[config.mk]
export PLATFORM = sky130hd
export DESIGN_NAME = fifo_word_serializer
export DESIGN_NICKNAME = d
export VERILOG_FILES = /design/src/rtl/fifo_word_serializer.sv
export SDC_FILE = /design/constraint.sdc
export NUM_CORES = 1
export LEC_CHECK = 0
export CORE_ASPECT_RATIO = 0.8
export CORE_UTILIZATION = 40
export DETAILED_ROUTE_END_ITERATION = 8
export GPL_TIMING_DRIVEN = 1
export PLACE_DENSITY = 0.61
export SLEW_MARGIN = 20
export SYNTH_ARGS = -nofsm -noshare
export SYNTH_HDL_FRONTEND = slang
export SYNTH_SLANG_ARGS = --single-unit
[constraint.sdc]
create_clock -name clk -period 1.4 [get_ports clk]
set_input_delay 0.28 -clock clk [delete_from_list [all_inputs] [get_ports clk]]
set_output_delay 0.28 -clock clk [all_outputs]
set_load 0.02 [all_outputs]
[src/rtl/fifo_word_serializer.sv]
// Drains a synchronous FIFO and sends each word as an async serial frame:
// start bit, WIDTH data bits LSB first, stop bit. Owns all FIFO read timing.
module fifo_word_serializer #(
    parameter int WIDTH        = 16,
    parameter int CLKS_PER_BIT = 4
) (
    input  logic             clk,
    input  logic             reset,
    input  logic             enable,
    input  logic             fifo_empty,
    output logic             fifo_deq,
    input  logic [WIDTH-1:0] fifo_deq_data,
    output logic             tx,
    output logic             busy,
    output logic             word_done
);

    localparam int BAUD_W = $clog2(CLKS_PER_BIT);
    localparam int BIT_W  = $clog2(WIDTH + 1);
    localparam logic [BAUD_W-1:0] BAUD_LAST = BAUD_W'(CLKS_PER_BIT - 1);
    localparam logic [BAUD_W-1:0] BAUD_PRE  = BAUD_W'(CLKS_PER_BIT - 2);
    localparam logic [BIT_W-1:0]  BIT_LAST  = BIT_W'(WIDTH - 1);

    typedef enum logic [2:0] {IDLE, POP, LOAD, START, DATA, STOP} state_t;

    state_t            state;
    logic [BAUD_W-1:0] baud_cnt;
    logic [BIT_W-1:0]  bit_cnt;
    logic [WIDTH-1:0]  shreg;
    logic              bit_end;
    logic              pop_ok;

    always_comb begin
        bit_end = (baud_cnt == BAUD_LAST);
        pop_ok  = enable && !fifo_empty;
    end

    // Outputs are registered, so each is assigned alongside the transition
    // into the state that owns it.
    always_ff @(posedge clk) begin
        if (reset) begin
            state     <= IDLE;
            baud_cnt  <= '0;
            bit_cnt   <= '0;
            shreg     <= '0;
            tx        <= 1'b1;
            fifo_deq  <= 1'b0;
            busy      <= 1'b0;
            word_done <= 1'b0;
        end else begin
            fifo_deq  <= 1'b0;
            word_done <= 1'b0;
            case (state)
                IDLE: begin
                    if (pop_ok) begin
                        state    <= POP;
                        fifo_deq <= 1'b1;
                        busy     <= 1'b1;
                    end
                end
                POP: begin
                    state <= LOAD;
                end
                LOAD: begin
                    shreg    <= fifo_deq_data;
                    baud_cnt <= '0;
                    tx       <= 1'b0;
                    state    <= START;
                end
                START: begin
                    if (bit_end) begin
                        baud_cnt <= '0;
                        bit_cnt  <= '0;
                        tx       <= shreg[0];
                        state    <= DATA;
                    end else begin
                        baud_cnt <= baud_cnt + 1'b1;
                    end
                end
                DATA: begin
                    if (bit_end) begin
                        baud_cnt <= '0;
                        shreg    <= shreg >> 1;
                        if (bit_cnt == BIT_LAST) begin
                            bit_cnt <= '0;
                            tx      <= 1'b1;
                            state   <= STOP;
                        end else begin
                            bit_cnt <= bit_cnt + 1'b1;
                            tx      <= shreg[1];
                        end
                    end else begin
                        baud_cnt <= baud_cnt + 1'b1;
                    end
                end
                STOP: begin
                    if (bit_end) begin
                        baud_cnt <= '0;
                        if (pop_ok) begin
                            state    <= POP;
                            fifo_deq <= 1'b1;
                        end else begin
                            state <= IDLE;
                            busy  <= 1'b0;
                        end
                    end else begin
                        baud_cnt <= baud_cnt + 1'b1;
                        // word_done is registered, so raise it one cycle early
                        if (baud_cnt == BAUD_PRE)
                            word_done <= 1'b1;
                    end
                end
                default: begin
                    state <= IDLE;
                    tx    <= 1'b1;
                    busy  <= 1'b0;
                end
            endcase
        end
    end

endmodule
==> results of run 1 <==
## layout by cell type, fill, tap and decap left out, types with 2 or more instances in the layout
| cell type | count |
|---|---|
| o21ai_0 | 5 |
| o22ai_1 | 2 |
| a21oi_1 | 9 |
| a211oi_1 | 14 |
| nor2_1 | 25 |
| clkdlybuf4s50_1 | 19 |
| dfxtp_1 | 25 |
| mux2i_1 | 15 |
| buf_6 | 2 |
| clkbuf_8 | 6 |
| dlygate4sd2_1 | 4 |
| inv_1 | 4 |
| nor2b_1 | 3 |
| a31oi_1 | 3 |
| nand2_1 | 6 |
| dfxtp_2 | 4 |
| nand2b_4 | 2 |
| o21ai_1 | 2 |
| nand3_1 | 4 |
| a211oi_2 | 6 |
| ha_1 | 2 |
| nor4_1 | 2 |
| buf_4 | 21 |
| buf_12 | 2 |
| nand2b_1 | 3 |
## flip-flops by register name, indices dropped and copies added (netlist names)
name / cells
word_done: 1
bit_cnt: 5
baud_cnt: 2
state: 3
busy: 1
fifo_deq: 1
shreg: 16
tx: 1
## final timing paths
kind                from          to  slack (ps)
max reg2reg  baud_cnt[1]  bit_cnt[0]          50
max          baud_cnt[1]  bit_cnt[0]          50
min           bit_cnt[4]  bit_cnt[4]         480
min reg2reg   bit_cnt[4]  bit_cnt[4]         480
## final cells by class
cell class | count | area [µm²]
multi-input cells | 126 | 943
repair buffers | 49 | 478
clock inverters | 2 | 12.5
inverters | 4 | 15.0
well taps | 55 | 68.8
flip-flops and latches | 30 | 609
fillers | 332 | 1590
clock buffers | 6 | 82.6
## stage by stage
step / utilization (%) / power [mW]
global placement: 53.1 / 1.25
global route: 58.1 / 2.11
finish: 58.1 / 2.01
detailed placement: 53.1 / 1.26
CTS: 56.7 / 2.02
floorplan: - / 1.13
## logic make-up (layout without fill, tap and decap cells)
kind of cell | Yosys count | count (layout)
adders and majority gates | 3 | 3
DFF | 30 | 30
AOI/OAI and AO/OA | 51 | 51
buffers and inverters | 17 | 61
and+or+nand+nor | 57 | 57
muxes | 15 | 15
## what timing repair did
item                       CTS  global route
setup endpoints to repair   16            16
pin swaps                    0             6
gates resized for setup      9            13
cloned                       1             0
## routing by layer
metal	share of wire [%]	global-route usage [%]	wire, µm	vias to the layer above
li1	-	-	-	721
met1	52	28.9	1960	650
met2	44	28.7	1650	24
met3	3.1	4.11	117	5
met4	1.0	8.40	39	0
met5	0	0	0	-
## power breakdown
group          internal, mW  switching (mW)
Combinational         0.180           0.153
Sequential            0.904          0.0349
Clock                 0.395           0.341
## critical path: stages (launching register included)
cell and delay [ps]:
dfxtp_2 340, ha_4 190, and4bb_2 260, a31oi_4 220, buf_6 140, a21oi_2 40
nor2_1 90
==> flow_metrics.py, run 1 <==
metrics = {
    "outcome": {
        "outcome": "completed",
    },
    "logic_synthesis": {
        "synth_edf_count": 0,
        "ys_async_sr_fraction_pct": 0,
        "syn_inst": 173,
        "synthSimpleGateAreaFrac_pct": 20.3,
        "ys_types": 41,
        "ys_top_cells_by_count": "30 x dfxtp_1, 26 x nor2_1, 15 x a211oi_1, 15 x mux2i_1, 10 x a21oi_1",
        "avgSynthCellArea_um2": 9.18,
        "synthTopCellsByArea": "dfxtp_1 38%, mux2i_1 9.5%, a211oi_1 7.1%",
        "syn-num-nets": 196,
        "ys_ff_latch": 30,
        "synthMuxAreaShare_pct": 9.46,
        "synth_top_family_by_area": "compound AO/OA/AOI/OAI gates",
        "ys.flop_type": "dfxtp_1",
        "synth_largest_area_cell": "dfxtp_1",
        "synth_fa_ha_area_share_pct": 2.36,
        "yosysWarningCount": 0,
        "synthesis.area_um2": 1590,
        "synth_most_common_cell": "dfxtp_1",
        "synth_top_area_share_pct": 37.8,
        "synth-compound-area-share_pct": 23.9,
        "synth_xor_area_share_pct": 0,
        "ys_seq_area_share_pct": 37.8,
    },
    "critical_path": {
        "critical_path.endpoint_type": "flip-flop",
        "crit_fanout": 5,
        "crit_type": "flip-flop to flip-flop",
        "rr_worst_depth": 6,
        "arrival_ps": 1570,
        "cp.required_ps": 1620,
        "cp-start-kind": "flip-flop",
    },
    "placement": {
        "placed_area_um2": 2020,
        "io_buffers": 23,
        "gp_congestion": 0.776,
        "place_worst_setup_slack_ps": -107,
        "place_hpwl_mm": 2.64,
        "place_inst": 263,
    },
    "sta": {
        "worst_hold_slack_ps": 476,
        "finalWorstSetupSlack_ps": 48.7,
        "drv_slew": 0,
        "finalHoldViolations": 0,
        "timing.fmax_mhz": 740,
        "max_slew.worst_pin.slew_ps": 349,
        "relSlewSlack_pct": 76.4,
        "finalSetupTns_ps": 0,
        "period_share_pct": 96.5,
        "post-route-min-period_ps": 1350,
        "rsz0062_at_grt": "yes",
        "clock_skew_ps": 8.29,
        "setup_violations": 0,
    },
    "floorplanning": {
        "rows": 20,
        "core_um2": 3800,
        "io_pins": 24,
        "die_w_um": 72.4,
        "start_util_pct": 41.7,
        "die_height_um": 58.4,
        "die_area_um2": 4230,
    },
    "clock_tree": {
        "clk_latency_ps": 280,
        "clock_path_buffers": 2,
        "hold_buffers": 0,
        "cts_setup_buffers": 0,
        "cts_root_buffer": "clkbuf_8",
        "cts_buffers": 5,
        "cts_tree": "done",
        "cts_sinks": 30,
        "clk_pin_slew_ps": 70,
        "h-tree-depth": 2,
    },
    "power": {
        "pwr_density_cell_nw_per_um2": 908,
        "peakVddDrop_mv": 0.469,
        "p_leak_nw": 0.775,
    },
    "detailed_routing": {
        "drcViolationCount": 0,
        "wl_per_cell_um": 13.8,
        "antenna_left": 0,
        "drtIter0Drc": 96,
        "via_count": 1400,
        "first_pass_iters": 4,
        "wl_mm": 3.76,
        "vias_per_cell": 5.15,
    },
    "finish": {
        "design_area_um2": 2210,
        "fin_cells": 272,
        "syn_to_final_growth_pct": 39.2,
        "final_nets": 239,
        "drive_gt1_share_pct": 26.7,
        "diodes": 0,
    },
    "global_routing": {
        "grt_max_degree": 16,
        "grt_use_total_pct": 19.9,
        "grt-ovfl-total": 0,
        "first_global_vias": 1347,
        "antenna_found_initial": 0,
        "grt_pass1_wl_mm": 6.34,
    },
    "job": {
        "maxCapViolCount": 0,
    },
    "worst_hold_path": {
        "holdPathStages": 1,
        "hp-class": "flip-flop to flip-flop",
    },
}
(Power assumes the default switching activity.)
==> run 2: changes to the inputs <==
- ABC_AREA: not set -> 1
- PLACE_DENSITY: 0.61 -> 0.62
==> run 2 against run 1 <==
  * Design area fell by 8.0%
  * Synthesized area fell by 1.5%
  * Die area fell by 1.4%
  * Sequential power rose by 30%
  * Largest cell class unchanged
  * Cell count rose by 18%
  * Highest routed layer unchanged
==> flow_metrics.py, run 2 <==
metrics = {
    "critical_path": {
        "critical_path.endpoint_type": "flip-flop",
        "cp.required_ps": 1570,
        "rr_startpoint": "baud_cnt[1]",
        "rr_worst_depth": 8,
        "arrival_ps": 1480,
        "r2r-end": "shreg[9]",
        "crit_type": "flip-flop to flip-flop",
        "reg2reg_slack_ps": 90,
        "cp-start-kind": "flip-flop",
        "crit_fanout": 16,
    },
    "logic_synthesis": {
        "synthTopCellsByArea": "dfxtp_1 38%, nand2_1 17%, nor2_1 12%",
        "ys_ff_latch": 30,
        "synthesis.area_um2": 1560,
        "synth_top_area_share_pct": 38.4,
        "synth_most_common_cell": "nand2_1",
        "ys_seq_area_share_pct": 38.4,
        "ys.flop_type": "dfxtp_1",
        "synth_edf_count": 0,
        "ys_top_cells_by_count": "72 x nand2_1, 48 x nor2_1, 30 x dfxtp_1",
        "yosysWarningCount": 0,
        "syn-num-nets": 258,
        "avgSynthCellArea_um2": 6.66,
        "synth_largest_area_cell": "dfxtp_1",
        "ys_async_sr_fraction_pct": 0,
        "ys_types": 28,
        "syn_inst": 235,
    },
    "floorplanning": {
        "core_um2": 3590,
        "io_pins": 24,
        "rows": 19,
        "die_height_um": 57.9,
        "start_util_pct": 43.6,
        "die_w_um": 71.9,
        "die_area_um2": 4170,
    },
    "finish": {
        "top_register": "shreg",
        "diodes": 0,
        "largest_register_ff_count": 16,
        "final_cell_mix": "72 x nand2_1, 47 x nor2_1, 25 x dfxtp_1",
        "layout_commonest_cell": "nand2_1",
        "design_area_um2": 2030,
        "final_nets": 292,
        "syn_to_final_growth_pct": 29.9,
        "fill_cells": 352,
        "drive_gt1_share_pct": 15.6,
        "fin_cells": 322,
        "reg_top3": "shreg x16, bit_cnt x5, state x3",
        "utilization_pct": 56.6,
    },
    "global_routing": {
        "grt_max_degree": 22,
        "grt_use_total_pct": 17.0,
        "grt-ovfl-total": 0,
        "first_global_vias": 1239,
        "grt_pass1_wl_mm": 5.46,
        "antenna_found_initial": 0,
    },
    "sta": {
        "finalHoldViolations": 0,
        "worst_hold_slack_ps": 454,
        "clock_skew_ps": 5.04,
        "relSlewSlack_pct": 85.9,
        "post-route-min-period_ps": 1310,
        "setup_violations": 0,
        "period_share_pct": 93.5,
        "drv_slew": 0,
        "max_slew.worst_pin.slew_ps": 209,
        "timing.fmax_mhz": 764,
    },
    "placement": {
        "place_inst": 314,
        "place_hpwl_mm": 2.29,
        "placed_area_um2": 1900,
        "io_buffers": 23,
        "gp_congestion": 0.852,
    },
    "worst_hold_path": {
        "hold_path_end": "bit_cnt[4]",
        "holdPathStages": 2,
        "hp-class": "flip-flop to flip-flop",
        "holdCritStartpoint": "bit_cnt[4]",
    },
    "detailed_routing": {
        "wl_mm": 3.26,
        "dr_wl_met2_mm": 1.31,
        "wl_met3_um": 146,
        "first_pass_iters": 4,
        "antenna_left": 0,
        "drtIter0Drc": 49,
        "wirelength_met1_mm": 1.77,
        "wl_per_cell_um": 10.1,
        "highest_layer": "met4",
        "drcViolationCount": 0,
        "via_count": 1472,
        "vias_per_cell": 4.57,
    },
    "clock_tree": {
        "h-tree-depth": 2,
        "cts_sinks": 30,
        "clock_path_buffers": 2,
        "hold_buffers": 0,
        "clk_pin_slew_ps": 60,
        "clk_latency_ps": 280,
        "cts_root_buffer": "clkbuf_8",
        "cts_tree": "done",
        "cts_buffers": 5,
    },
    "power": {
        "peakVddDrop_mv": 0.873,
        "pwr_density_cell_nw_per_um2": 1490,
        "p_leak_nw": 0.935,
    },
    "outcome": {
        "outcome": "completed",
    },
    "job": {
        "maxCapViolCount": 0,
    },
}
[run 2: layout make-up]
class                      count  area (µm²)  share of cell area, %
multi-input combinational    178         825                   40.6
timing repair buffer          36         348                   17.1
clock buffer                   8         110                   5.42
sequential                    30         607                   29.9
tap                           52        65.1                   3.20
inverter                      18        77.6                   3.82
[run 2: how the worst max path moves through the flow]
stage | endpoint | from
after global placement | state[0] | enable
after detailed placement | state[0] | enable
after global routing | state[0] | state[1]
after floorplan | shreg[0] | baud_cnt[0]
final | shreg[9] | baud_cnt[1]
after CTS | shreg[9] | state[0]
[run 2: power by group]
| group | switching [mW] | internal, mW |
|---|---|---|
| Combinational | 0.589 | 0.409 |
| Clock | 0.311 | 0.496 |
| Sequential | 0.139 | 1.08 |
| Total | 1.04 | 1.99 |
[run 2: critical path, stage by stage, from the launching register on]
cell and delay, ps:
dfxtp_2 340, ha_2 190, inv_2 70, nor2_2 150
inv_2 60, nand2_4 110, inv_4 100, nor2_1 120
nor2_1 60
[run 2: cells by family (layout without fill, tap and decap cells)]
logic type	count (synthesis)	count (layout)	share of synthesized area, %
AO/OA/AOI/OAI	35	35	12.3
adder cells (fa/ha/maj)	3	3	2.40
buffers and inverters	27	62	10.2
flip-flops	30	30	38.4
AND/OR/NAND/NOR	140	140	36.7
[run 2: metrics by stage]
step / TNS, ps / setup WS [ps] / power (mW)
finish: 0 / 91.4 / 3.03
global route: -8.30 / -8.30 / 3.26
CTS: 0 / 5.59 / 3.02
detailed placement: -73.2 / -51.3 / 2.20
global placement: -48.2 / -41.0 / 2.20
floorplan: 0 / 112 / 1.91
[run 2: repair_timing]
item                       in CTS  in global routing
pin swaps                       0                  1
setup buffers                   0                  0
gates resized for setup         5                 10
cloned                          0                  0
setup endpoints to repair       7                 25
[run 2: layer usage]
| metal | up-vias | global-route usage [%] |
|---|---|---|
| met3 | 5 | 4.70 |
| met4 | 0 | 6.72 |
| met2 | 27 | 24.0 |
| met1 | 629 | 24.4 |
| li1 | 811 | - |
| met5 | - | 0 |
